===== config.mk =====
export PLATFORM = sky130hd
export DESIGN_NAME = seq_divider
export DESIGN_NICKNAME = d
export VERILOG_FILES = /design/src/rtl/seq_divider_pkg.sv /design/src/rtl/seq_divider_twos_negate.sv /design/src/rtl/seq_divider.sv
export SDC_FILE = /design/constraint.sdc
export NUM_CORES = 1
export LEC_CHECK = 0
export ABC_AREA = 1
export BUFFER_PORTS_ARGS = -buffer_cell sky130_fd_sc_hd__buf_2
export CORE_MARGIN = 2
export CORE_UTILIZATION = 50
export CTS_CLUSTER_DIAMETER = 60
export DETAILED_ROUTE_END_ITERATION = 6
export PLACE_DENSITY = 0.69
export SETUP_SLACK_MARGIN = 0.5
export SLEW_MARGIN = 0
export SYNTH_ARGS = -nofsm -noshare
export SYNTH_HDL_FRONTEND = slang
export SYNTH_SLANG_ARGS = --single-unit

===== constraint.sdc =====
create_clock -name clock -period 5.04 [get_ports clock]
set_input_delay 0.504 -clock clock [delete_from_list [all_inputs] [get_ports clock]]
set_output_delay 0.504 -clock clock [all_outputs]
set_load 0.02 [all_outputs]

===== src/rtl/seq_divider_pkg.sv =====
// Shared CPU definitions used by the sequential divider and the ALU path that selects it.
// Holds the operand width, the divider FSM encoding and the multiply/divide ALU opcodes.
package seq_divider_pkg;

    localparam int DIV_WIDTH = 32;
    localparam int ITER_CNT_W = 6;

    localparam logic [3:0] ALU_MUL = 4'd11;
    localparam logic [3:0] ALU_DIV = 4'd12;

    typedef enum logic [2:0] {
        ST_IDLE,
        ST_PREP,
        ST_ITER,
        ST_FIX,
        ST_DONE
    } div_state_e;

endpackage


===== src/rtl/seq_divider_twos_negate.sv =====
// Combinational conditional two's-complement negate: y = neg ? -a : a.
// Used for operand absolute values and for the final sign corrections.
module twos_negate #(
    parameter int W = 32
) (
    input  logic         neg,
    input  logic [W-1:0] a,
    output logic [W-1:0] y
);

    always_comb begin
        y = neg ? (~a + W'(1)) : a;
    end

endmodule


===== src/rtl/seq_divider.sv =====
// Multi-cycle signed divider (restoring, one quotient bit per cycle) feeding LO/HI on done.
// Latency: done in the 35th cycle after acceptance, 2nd for a zero divisor; start ignored while busy.
module seq_divider
    import seq_divider_pkg::*;
#(
    parameter int DIV_WIDTH = seq_divider_pkg::DIV_WIDTH
) (
    input  logic                 clock,
    input  logic                 clear,
    input  logic                 start,
    input  logic [DIV_WIDTH-1:0] dividend,
    input  logic [DIV_WIDTH-1:0] divisor,
    output logic                 busy,
    output logic                 done,
    output logic [DIV_WIDTH-1:0] quotient,
    output logic [DIV_WIDTH-1:0] remainder,
    output logic                 div_by_zero
);

    localparam int W = DIV_WIDTH;
    localparam logic [ITER_CNT_W-1:0] CNT_LAST = ITER_CNT_W'(W - 1);

    div_state_e              state_q, state_d;
    logic [ITER_CNT_W-1:0]   cnt_q, cnt_d;
    logic [W-1:0]            dividend_q, dividend_d;
    logic [W-1:0]            divisor_q, divisor_d;
    logic [2*W-1:0]          rq_q, rq_d;
    logic                    q_neg_q, q_neg_d;
    logic                    r_neg_q, r_neg_d;
    logic [W-1:0]            quotient_q, quotient_d;
    logic [W-1:0]            remainder_q, remainder_d;
    logic                    dbz_q, dbz_d;

    logic [W-1:0]            dvd_abs, dvs_abs, q_fix, r_fix;
    logic [2*W-1:0]          shifted;
    logic [W-1:0]            diff;

    twos_negate #(.W(W)) u_abs_dvd (.neg(dividend_q[W-1]), .a(dividend_q), .y(dvd_abs));
    twos_negate #(.W(W)) u_abs_dvs (.neg(divisor_q[W-1]),  .a(divisor_q),  .y(dvs_abs));
    twos_negate #(.W(W)) u_fix_q   (.neg(q_neg_q), .a(rq_q[W-1:0]),   .y(q_fix));
    twos_negate #(.W(W)) u_fix_r   (.neg(r_neg_q), .a(rq_q[2*W-1:W]), .y(r_fix));

    // The partial remainder stays below the divisor (<= 2^(W-1)), so the shift never loses a bit.
    always_comb begin
        shifted = {rq_q[2*W-2:0], 1'b0};
        diff    = shifted[2*W-1:W] - divisor_q;
    end

    always_comb begin
        state_d     = state_q;
        cnt_d       = cnt_q;
        dividend_d  = dividend_q;
        divisor_d   = divisor_q;
        rq_d        = rq_q;
        q_neg_d     = q_neg_q;
        r_neg_d     = r_neg_q;
        quotient_d  = quotient_q;
        remainder_d = remainder_q;
        dbz_d       = dbz_q;

        case (state_q)
            ST_IDLE: begin
                if (start) begin
                    dividend_d = dividend;
                    divisor_d  = divisor;
                    state_d    = ST_PREP;
                end
            end
            ST_PREP: begin
                divisor_d = dvs_abs;
                rq_d      = {{W{1'b0}}, dvd_abs};
                q_neg_d   = dividend_q[W-1] ^ divisor_q[W-1];
                r_neg_d   = dividend_q[W-1];
                cnt_d     = '0;
                if (divisor_q == '0) begin
                    quotient_d  = '1;
                    remainder_d = dividend_q;
                    dbz_d       = 1'b1;
                    state_d     = ST_DONE;
                end else begin
                    state_d = ST_ITER;
                end
            end
            ST_ITER: begin
                if (shifted[2*W-1:W] >= divisor_q) begin
                    rq_d = {diff, shifted[W-1:1], 1'b1};
                end else begin
                    rq_d = shifted;
                end
                cnt_d = cnt_q + 1'b1;
                if (cnt_q == CNT_LAST) begin
                    state_d = ST_FIX;
                end
            end
            ST_FIX: begin
                quotient_d  = q_fix;
                remainder_d = r_fix;
                dbz_d       = 1'b0;
                state_d     = ST_DONE;
            end
            ST_DONE: begin
                state_d = ST_IDLE;
            end
            default: begin
                state_d = ST_IDLE;
            end
        endcase
    end

    always_ff @(posedge clock) begin
        if (!clear) begin
            state_q     <= ST_IDLE;
            cnt_q       <= '0;
            dividend_q  <= '0;
            divisor_q   <= '0;
            rq_q        <= '0;
            q_neg_q     <= 1'b0;
            r_neg_q     <= 1'b0;
            quotient_q  <= '0;
            remainder_q <= '0;
            dbz_q       <= 1'b0;
        end else begin
            state_q     <= state_d;
            cnt_q       <= cnt_d;
            dividend_q  <= dividend_d;
            divisor_q   <= divisor_d;
            rq_q        <= rq_d;
            q_neg_q     <= q_neg_d;
            r_neg_q     <= r_neg_d;
            quotient_q  <= quotient_d;
            remainder_q <= remainder_d;
            dbz_q       <= dbz_d;
        end
    end

    always_comb begin
        busy        = (state_q != ST_IDLE);
        done        = (state_q == ST_DONE);
        quotient    = quotient_q;
        remainder   = remainder_q;
        div_by_zero = dbz_q;
    end

endmodule

---- Yosys cells after proc, flatten, opt, wreduce, memory -nomap -nowiden ----
Index checks and enable logic that the tools add are counted.
word-level totals
  register bits ........................... 204
  bits of input ports ..................... 67
  output and inout bits ................... 67
  logic and storage cells ................. 62
cells by class
  $add $sub $neg .......................... 6
  magnitude comparators ................... 1
  equality and inequality tests ........... 9
  muxes and demuxes ....................... 19
  bitwise operators ....................... 5
  reductions and logical operators ........ 11
operator list
  kind                     number
  $mux W32                 7
  $pmux W32 S2             3
  $add A32 B1 Y32 const B  4
  $not A32 Y32             4
  $pmux W64 S2             1
  $mux W64                 1
  $ge A32 B32 Y1           1
  $logic_not A32 Y1        1
  $sub A32 B32 Y32         1
  $pmux W3 S4              1
  $pmux W6 S2              1
  $mux W3                  3
  $ne A2 B2 Y1 const B     4
  $reduce_and A2 Y1        4
  $add A6 B1 Y6 const B    1
  $eq A3 B2 Y1 const B     2
  $eq A6 B5 Y1 const B     1
  $reduce_bool A2 Y1       3
  $eq A3 B1 Y1 const B     1
  $eq A3 B3 Y1 const B     1
  $logic_not A3 Y1         1
  $reduce_and A3 Y1        1
  $reduce_bool A3 Y1       1
  $pmux W1 S2              1
  other kinds (2)          2

---- Depth between registers and ports, before layout ----
Gate-level depths: netlist of the first run.
  word-level depth ........................ 4
  mapped depth ............................ 16
  gate-level depth less buffers ........... 16

---- Hierarchy ----
Synthesis of the first run repeated with hierarchy kept, for this count alone.
second synthesis, totals
  cell total of the unflattened synthesis .. 2,662
  area, all modules ....................... 15,676.3 um^2
by module, submodules not included
  module       instances  cells each  area each (um^2)  seq. area each (um^2)
  seq_divider  1          1,754       11,242.0          4,083.9
  twos_negate  4          227         1,108.6           0.0

---- Least setup slack after synthesis of the first run ----
No wires, ideal clock.
  kind .................................... reg2reg
  from .................................... register rq_q[31]
  to ...................................... register rq_q[62]
  setup time .............................. 0.132 ns
  arrival time ............................ 1.979 ns
  required time ........................... 4.908 ns
  setup slack ............................. 2.929 ns
  stages on the path, launching flop included .. 17
  buffers on the path ..................... 1
  clock period less this slack ............ 2.111 ns
  cell sequence ........................... dfxtp_1 > inv_1 > ha_1 > fa_1 > inv_1 > nand2_1 > nand2_1 > nand3b_1 > nand2_1 > nand2_1 > nand3_2 > nand2_4 > nand2_4 > buf_6 > nand3_1 > nand2_1 > a21oi_1
between the ends
  cells in the longest elaborated chain, start to end .. 3
  elaborated cells on any way between the ends .. 4
  those cells by class .................... add/sub: 1; order compare: 1; mux: 2
RTL lines
  what                                                       RTL line                              RTL
  from (decl)                                                seq_divider.sv:27                     logic [2*W-1:0] rq_q, rq_d;
  from (signal assigned)                                     seq_divider.sv:127                    rq_q <= rq_d;
  $sub A32 B32 Y32 / $ge A32 B32 Y1 (equally long branches)  seq_divider.sv:46, seq_divider.sv:85
  $mux W64 (*)                                               seq_divider.sv:85                     if (shifted[2*W-1:W] >= divisor_q) begin
  $pmux W64 S2 (*)                                           seq_divider.sv:61                     case (state_q)
Every way passes the cells marked *; elsewhere a longest branch is shown, timed or not.
A chain may end at the register's enable or synchronous reset.

---- Worst setup path after layout of the first run ----
  from .................................... register divisor_q[1]
  to ...................................... register remainder_q[20], in the netlist remainder[20]
between the ends
  cells in the longest elaborated chain, start to end .. 3
RTL lines
  what                         RTL line            RTL
  from (decl)                  seq_divider.sv:26   logic [W-1:0] divisor_q, divisor_d;
  from (signal assigned)       seq_divider.sv:126  divisor_q <= divisor_d;
  $logic_not A32 Y1            seq_divider.sv:75   if (divisor_q == '0) begin
  $ne A2 B2 Y1 (no line)       -
  $reduce_and A2 Y1 (no line)  -
  to (signal assigned)         seq_divider.sv:131  remainder_q <= remainder_d;
  to (decl)                    seq_divider.sv:31   logic [W-1:0] remainder_q, remainder_d;
Every way passes these cells.

==> run_results.csv, run 1 <==
group,metric,value,unit
run_status,status,"finished clean",
power_and_ir_drop,peakVddDrop,0.000261,V
global_routing,grt_pass1_wl,75700,um
timing,finalSetupTns,0,ns
global_routing,antenna_found_initial,0,
synthesis,synth_nets,2490,
critical_path,slowest_stage,"nand2_4",
global_routing,overflow,0,
placement,dp_hpwl,36200,um
clock_tree,path_clk_slew,0.06,ns
placement,gp_congestion,0.938,
synthesis,ys_top_cells_by_area,"dfxtp_1, nand2_1, nand3_1, inv_1, o21ai_0",
clock_tree,cts_num_sinks,204,
final_layout,insertedDiodeCount,0,
timing,min_period,3.19,ns
final_layout,nets,2569,
critical_path,critPathMaxFanout,80,
clock_tree,htree_levels,1,
critical_path,critical_path_class,"reg2reg",
routing,wl_per_cell,16.7,um
synthesis,ys_seq_elements,204,
critical_path,startpoint_type,"flop",
final_layout,drive_above_1_share,10.7,%
floorplanning,die_h,174,um
synthesis,syn_avg_cell_area,6.04,sq um
critical_path,end_kind,"flop",
synthesis,synth_area,14400,sq um
synthesis,synth_warnings,0,
synthesis,synth_enable_flop_cells,0,
synthesis,seq_area_frac_synth,28.3,%
timing,fmax,0.313,GHz
critical_path,cp_data_required_time,5.48,ns
timing,fin_crit_sh,63.3,%
timing,finalClockSkew,0.0114,ns
clock_tree,postCtsHoldBufs,0,
floorplanning,pin_count,134,
clock_tree,cts_setup_buffers,0,
global_routing,grt_util_all_layers,30.8,%
min_path,hold_path.class,"in2reg",
timing,tightest_slew,1.04,ns
synthesis,synthCells,2385,
global_routing,grt_pass1_vias,14100,
synthesis,yosysUniqueCellTypes,52,
synthesis,synth_top_area_cell,"dfxtp_1",
timing,rsz0062_at_grt,"false",
clock_tree,cts_tree,"yes",
final_layout,fin_area,16100,sq um
synthesis,synth_top_area_share,28.3,%
flow_run,cap_violations,0,
synthesis,async_flop_share,0,%
final_layout,syn2layout_area_growth,11.4,%
clock_tree,post_cts_resize_count,0,
floorplanning,rows,62,
timing,slew_headroom,30.4,%
power_and_ir_drop,power.density,383,nW/um^2
power_and_ir_drop,leakagePower,7.93,nW
routing,drt_iter0_markers,1644,
critical_path,slowest_delay,0.69,ns
clock_tree,cts-root-buf,"clkbuf_16",
timing,slew_viol_final,0,
routing,dr.pass1.iters,6,
routing,vias,15800,
routing,drtAntennaViolNets,0,
critical_path,worst-path-buf-inv,3,
timing,setup_viol,0,
routing,wl,47800,um
critical_path,path_common_cell,"nand2_1",
clock_tree,cts_buffer_depth,3,
floorplanning,die_w,174,um
timing,hold_violations,0,
critical_path,cpLargestDelayFamily,"simple AND/OR/NAND/NOR gates",
critical_path,crit_chain,"inv_2, ha_1, nand3_1, nor2_2, nand2_1, nor2_1, nand2_1, nand2_4, inv_1, nand2_1, nand3_1, nand2_1, inv_1",
floorplanning,coreArea,28500,sq um
clock_tree,cts_inserted_buffers,27,
placement,place_area,15200,sq um
routing,vias_per_cell,5.53,
critical_path,worstPathArrival,3.63,ns
synthesis,ys.flop_type,"dfxtp_1",
placement,portBuffers,133,
clock_tree,clock_latency,0.54,ns
floorplanning,start_util,50.5,%
global_routing,grt_max_degree,88,
floorplanning,die-area,30200,sq um
routing,drc,0,
[power by group]
group	switching (W)	internal [W]	leakage [nW]
Clock	0.000748	0.00114	0.441
Sequential	0.000175	0.00178	1.66
Combinational	0.00165	0.000659	5.82
Total	0.00258	0.00358	7.93
[metrics by stage]
stage / hold slack [ns] / setup slack [ns] / instances / utilization (%) / total power [W]
after floorplan: 0.437 / 2.93 / 2385 / - / 0.00361
after detailed placement: 0.460 / 1.90 / 2819 / 53.2 / 0.00423
after global routing: 0.223 / 1.53 / 2867 / 56.2 / 0.00652
after global placement: 0.452 / 1.98 / 2819 / 53.2 / 0.00421
after CTS: 0.178 / 1.89 / 2867 / 56.2 / 0.00612
final: 0.195 / 1.85 / 2867 / 56.2 / 0.00616
[synth_stat cells, types with 10 or more instances]
master and instances:
nor2_1 192, nand3_1 252, nor3_1 22, clkbuf_1 41, buf_2 27, dfxtp_1 204
inv_1 334, ha_1 37, buf_1 10, xor2_1 10, nand2_1 640, o21ai_0 160
nor2_2 10, a21oi_1 155, a31oi_1 60, o21ai_1 34, nand2_2 10, xnor2_1 14
o211ai_1 15, nand4_1 24, inv_2 20, o22ai_1 17
[cell usage in the layout (no fill, tap or decap), drive strengths merged]
| cell type | Yosys | final |
|---|---|---|
| a221oi | 3 | 3 |
| dfxtp | 204 | 204 |
| o211ai | 15 | 15 |
| nor4 | 4 | 4 |
| xor2 | 10 | 10 |
| o41ai | 1 | 1 |
| nand3b | 6 | 6 |
| o221ai | 7 | 7 |
| nor2 | 209 | 209 |
| xnor2 | 14 | 14 |
| nand2 | 655 | 655 |
| o22ai | 17 | 17 |
| nand3 | 256 | 256 |
| o21bai | 4 | 4 |
| clkbuf | 42 | 38 |
| nand4 | 25 | 25 |
| clkinv | 4 | 9 |
| bufinv | 0 | 1 |
| nor3 | 29 | 29 |
| a21o | 2 | 2 |
| o31ai | 4 | 4 |
| buf | 54 | 146 |
| a32oi | 1 | 1 |
| a21oi | 158 | 158 |
| a31oi | 60 | 60 |
| or2 | 6 | 6 |
| fa | 1 | 1 |
| o21ai | 196 | 196 |
| nor3b | 1 | 1 |
| a211oi | 1 | 1 |
| inv | 354 | 358 |
| and2 | 5 | 5 |
| ha | 37 | 37 |
[worst paths after layout]
check	slack, ns	depth (start not counted)	endpoint	start
setup / recovery	1.85	13	remainder[20]$_SDFFE_PN0P_	divisor_q[1]$_SDFFE_PN0P_
hold / removal	0.19	3	dividend_q[30]$_SDFFE_PN0P_	dividend[30]
setup reg to reg	1.85	13	remainder[20]$_SDFFE_PN0P_	divisor_q[1]$_SDFFE_PN0P_
hold reg to reg	0.47	1	cnt_q[5]$_SDFFE_PN0P_	cnt_q[5]$_SDFFE_PN0P_
[routing by layer]
metal / share of wire, % / up-vias / GRT usage [%] / wire [um]
met4: 1.9 / 0 / 5.99 / 904
met3: 7.1 / 55 / 4.34 / 3390
li1: - / 7925 / - / -
met5: 0 / - / 0 / 0
met1: 49 / 7295 / 46.5 / 23600
met2: 42 / 572 / 46.4 / 19900
[tightest hold or removal path, delay by kind of cell]
kind	cells	cell delay (ns)
and+or+nand+nor	2	0.11
buffers and inverters	1	0.08
[kinds of logic (layout without fill, tap and decap cells)]
logic type               after synthesis  in the layout  share of synthesized area (%)
AO/OA/AOI/OAI                        469            469                           17.9
XOR/XNOR                              24             24                           1.46
adder cells (fa/ha/maj)               38             38                           3.35
buffers and inverters                454            552                           12.7
flip-flops                           204            204                           28.3
AND/OR/NAND/NOR                     1196           1196                           36.2
[flip-flops by register name, summed over array words and instances (netlist names)]
signal       flops
quotient        32
dividend_q      32
state_q          3
divisor_q       32
remainder       32
cnt_q            6
r_neg_q          1
div_by_zero      1
q_neg_q          1
rq_q            64
[area by class of cell]
type,instances,area [sq um]
tap,384,480
multi-input combinational,1727,8500
timing repair buffer,146,766
clock buffer,38,787
sequential,204,4080
clock inverter,10,92.6
fill,3018,12500
inverter,358,1340
Note: power is estimated with default switching activity, not from simulation.
==> run 2: changes to the inputs <==
==> constraint.sdc (replaced) <==
create_clock -name clock -period 3.2 [get_ports clock]
set_input_delay 0.32 -clock clock [delete_from_list [all_inputs] [get_ports clock]]
set_output_delay 0.32 -clock clock [all_outputs]
set_load 0.02 [all_outputs]
==> run 2 against run 1 <==
Effect of this change: worst setup slack lost 1.2 ns; clock power increased by 61%; sequential share of layout area shrank 0.39 points; clock skew up 0.017 ns; first-iteration DRC count rose by 3.3%; die area did not move; highest routed layer is now met5.
==> run_results.csv, run 2 (same netlist as run 1, synthesis figures left out) <==
group,metric,value,unit
critical_path,critical_path_class,"reg2reg",
timing,min_period,2.52,ns
timing,tightest_slew,0.773,ns
critical_path,end_kind,"flop",
critical_path,slowest_stage,"fa_1",
final_layout,nets,2590,
min_path,hold_path.class,"in2reg",
clock_tree,cts_buffer_depth,3,
run_status,status,"finished clean",
critical_path,crit_chain,"inv_1, ha_1, fa_1, inv_1, nand2_1, nand2_1, nand3b_1, nand2_1, nand2_1, nand3_4, nand2_8, nand2_8, buf_12, nand2_1, nand3_1, a21oi_1",
clock_tree,path_clk_slew,0.06,ns
final_layout,insertedDiodeCount,0,
timing,finalSetupTns,0,ns
min_path,holdPathEnd,"divisor_q[8]$_SDFFE_PN0P_",
clock_tree,cts_inserted_buffers,27,
floorplanning,coreArea,28500,sq um
global_routing,overflow,0,
global_routing,antenna_found_initial,1,
final_layout,largest_reg_flops,64,
timing,setup_ws,0.678,ns
critical_path,path_common_cell,"nand2_1",
power_and_ir_drop,seqPwrFrac,31.3,%
power_and_ir_drop,p_comb_share,37.7,%
clock_tree,htree_levels,1,
global_routing,grt_pass1_wl,77500,um
critical_path,reg2reg_setup_slack,0.68,ns
routing,dr.pass1.iters,6,
critical_path,critPathMaxFanout,9,
routing,wl_per_cell,16.9,um
power_and_ir_drop,pwr-share-clk,31.0,%
routing,vias_per_cell,5.58,
placement,place_area,15300,sq um
placement,gp_congestion,1.00,
critical_path,worstPathArrival,2.92,ns
floorplanning,rows,62,
floorplanning,die-area,30200,sq um
timing,slew_headroom,48.4,%
routing,drc,0,
placement,dp_hpwl,36800,um
global_routing,grt_util_all_layers,31.7,%
timing,finalClockSkew,0.0285,ns
timing,fmax,0.396,GHz
critical_path,rr_startpoint,"rq_q[31]$_SDFFE_PN0P_",
routing,wl,48700,um
power_and_ir_drop,leakagePower,8.04,nW
placement,pre_cts_ws,0.482,ns
routing,drtAntennaViolNets,0,
floorplanning,die_h,174,um
timing,rsz0062_at_grt,"false",
critical_path,cp_data_required_time,3.60,ns
critical_path,worst-path-buf-inv,3,
routing,vias,16100,
power_and_ir_drop,p_int,0.00576,W
power_and_ir_drop,peakVddDrop,0.000452,V
min_path,hp-start,"divisor[8]",
clock_tree,clock_latency,0.54,ns
final_layout,layout.cells.most_common,"nand2_1",
power_and_ir_drop,p_sw,0.00408,W
min_path,holdPathStages,3,
flow_run,cap_violations,0,
critical_path,startpoint,"rq_q[31]$_SDFFE_PN0P_",
final_layout,fin_area,16300,sq um
timing,fin_crit_sh,78.8,%
timing,slew_viol_final,0,
final_layout,syn2layout_area_growth,13.2,%
placement,portBuffers,133,
power_and_ir_drop,power.density,603,nW/um^2
timing,hold_violations,0,
global_routing,grt_pass1_vias,14700,
critical_path,startpoint_type,"flop",
final_layout,layout_common_cells,"nand2_1, inv_1, nand3_1, dfxtp_1, nor2_1",
critical_path,slowest_delay,0.40,ns
critical_path,r2r_cells,16,
final_layout,drive_above_1_share,11.5,%
final_layout,top_register,"rq_q",
critical_path,worstReg2RegEnd,"rq_q[34]$_SDFFE_PN0P_",
clock_tree,cts_num_sinks,204,
routing,drt_iter0_markers,1699,
clock_tree,cts_tree,"yes",
global_routing,grt_max_degree,89,
power_and_ir_drop,switching_share,41.5,%
timing,setup_viol,0,
floorplanning,die_w,174,um
critical_path,cpLargestDelayFamily,"simple AND/OR/NAND/NOR gates",
clock_tree,cts-root-buf,"clkbuf_16",
floorplanning,start_util,50.5,%
floorplanning,pin_count,134,
-- run 2: changes by cell type in the layout (fill, tap and decap cells not counted), sizes merged --
cell / before / now
buf: 146 / 164
clkbuf: 38 / 32
inv: 358 / 355
bufinv: 1 / 3
clkinvlp: 0 / 2
nand2: 655 / 657
dlygate4sd3: 0 / 1
-- run 2: what timing repair did --
action | CTS | global route
hold buffers | 1 | 0
endpoints found under the hold margin | 1 | 0
setup endpoints to repair | 3 | 33
buffers inserted | 0 | 8
gates resized for setup | 1 | 6
gates cloned | 0 | 2
pin swaps | 0 | 2
-- run 2: cell type report --
type,count,area (sq um)
fillers,2913,12200
repair buffers,165,952
flip-flops and latches,204,4090
clock inverters,11,145
clock buffers,32,744
multi-input cells,1729,8560
well taps,384,480
inverters,358,1340
-- run 2: how the worst max path moves through the flow --
stage	slack, ns	depth (start not counted)	to
floorplan	1.09	16	rq_q[62]$_SDFFE_PN0P_
global placement	0.55	15	rq_q[63]$_SDFFE_PN0P_
detailed placement	0.48	15	rq_q[60]$_SDFFE_PN0P_
CTS	0.59	15	rq_q[63]$_SDFFE_PN0P_
global route	0.51	16	rq_q[60]$_SDFFE_PN0P_
finish	0.68	16	rq_q[34]$_SDFFE_PN0P_
-- run 2: metrics by stage --
step / hold slack (ns) / total power [W] / utilization (%) / std cells
2_1_floorplan: 0.437 / 0.00568 / - / 2385
3_3_place_gp: 0.453 / 0.00665 / 53.5 / 2829
3_5_place_dp: 0.457 / 0.00668 / 53.5 / 2829
4_1_cts: 0.0348 / 0.00974 / 56.6 / 2873
5_1_grt: 0.0465 / 0.0104 / 57.1 / 2883
6_report: 0.0377 / 0.00983 / 57.1 / 2883
-- run 2: routing by layer --
layer / global-route usage [%] / part of all wire [%] / vias up / wire length [um]
li1: - / - / 7968 / -
met1: 46.5 / 47 / 7317 / 22700
met2: 47.4 / 42 / 710 / 20300
met3: 5.72 / 9.1 / 90 / 4440
met4: 8.86 / 2.6 / 2 / 1260
met5: 0 / 0.027 / - / 13
-- run 2: power groups by stage --
stage / combinational [W] / clock, W / sequential (W)
2_1_floorplan: 0.00257 / 0 / 0.00311
3_3_place_gp: 0.00353 / 0 / 0.00312
3_5_place_dp: 0.00356 / 0 / 0.00312
4_1_cts: 0.00359 / 0.00308 / 0.00307
5_1_grt: 0.00412 / 0.00319 / 0.00311
6_report: 0.00371 / 0.00305 / 0.00308
-- run 2: worst min-delay path, stage by stage --
cell and delay (ns):
buf_2 0.09, nand2_1 0.05, a31oi_1 0.07
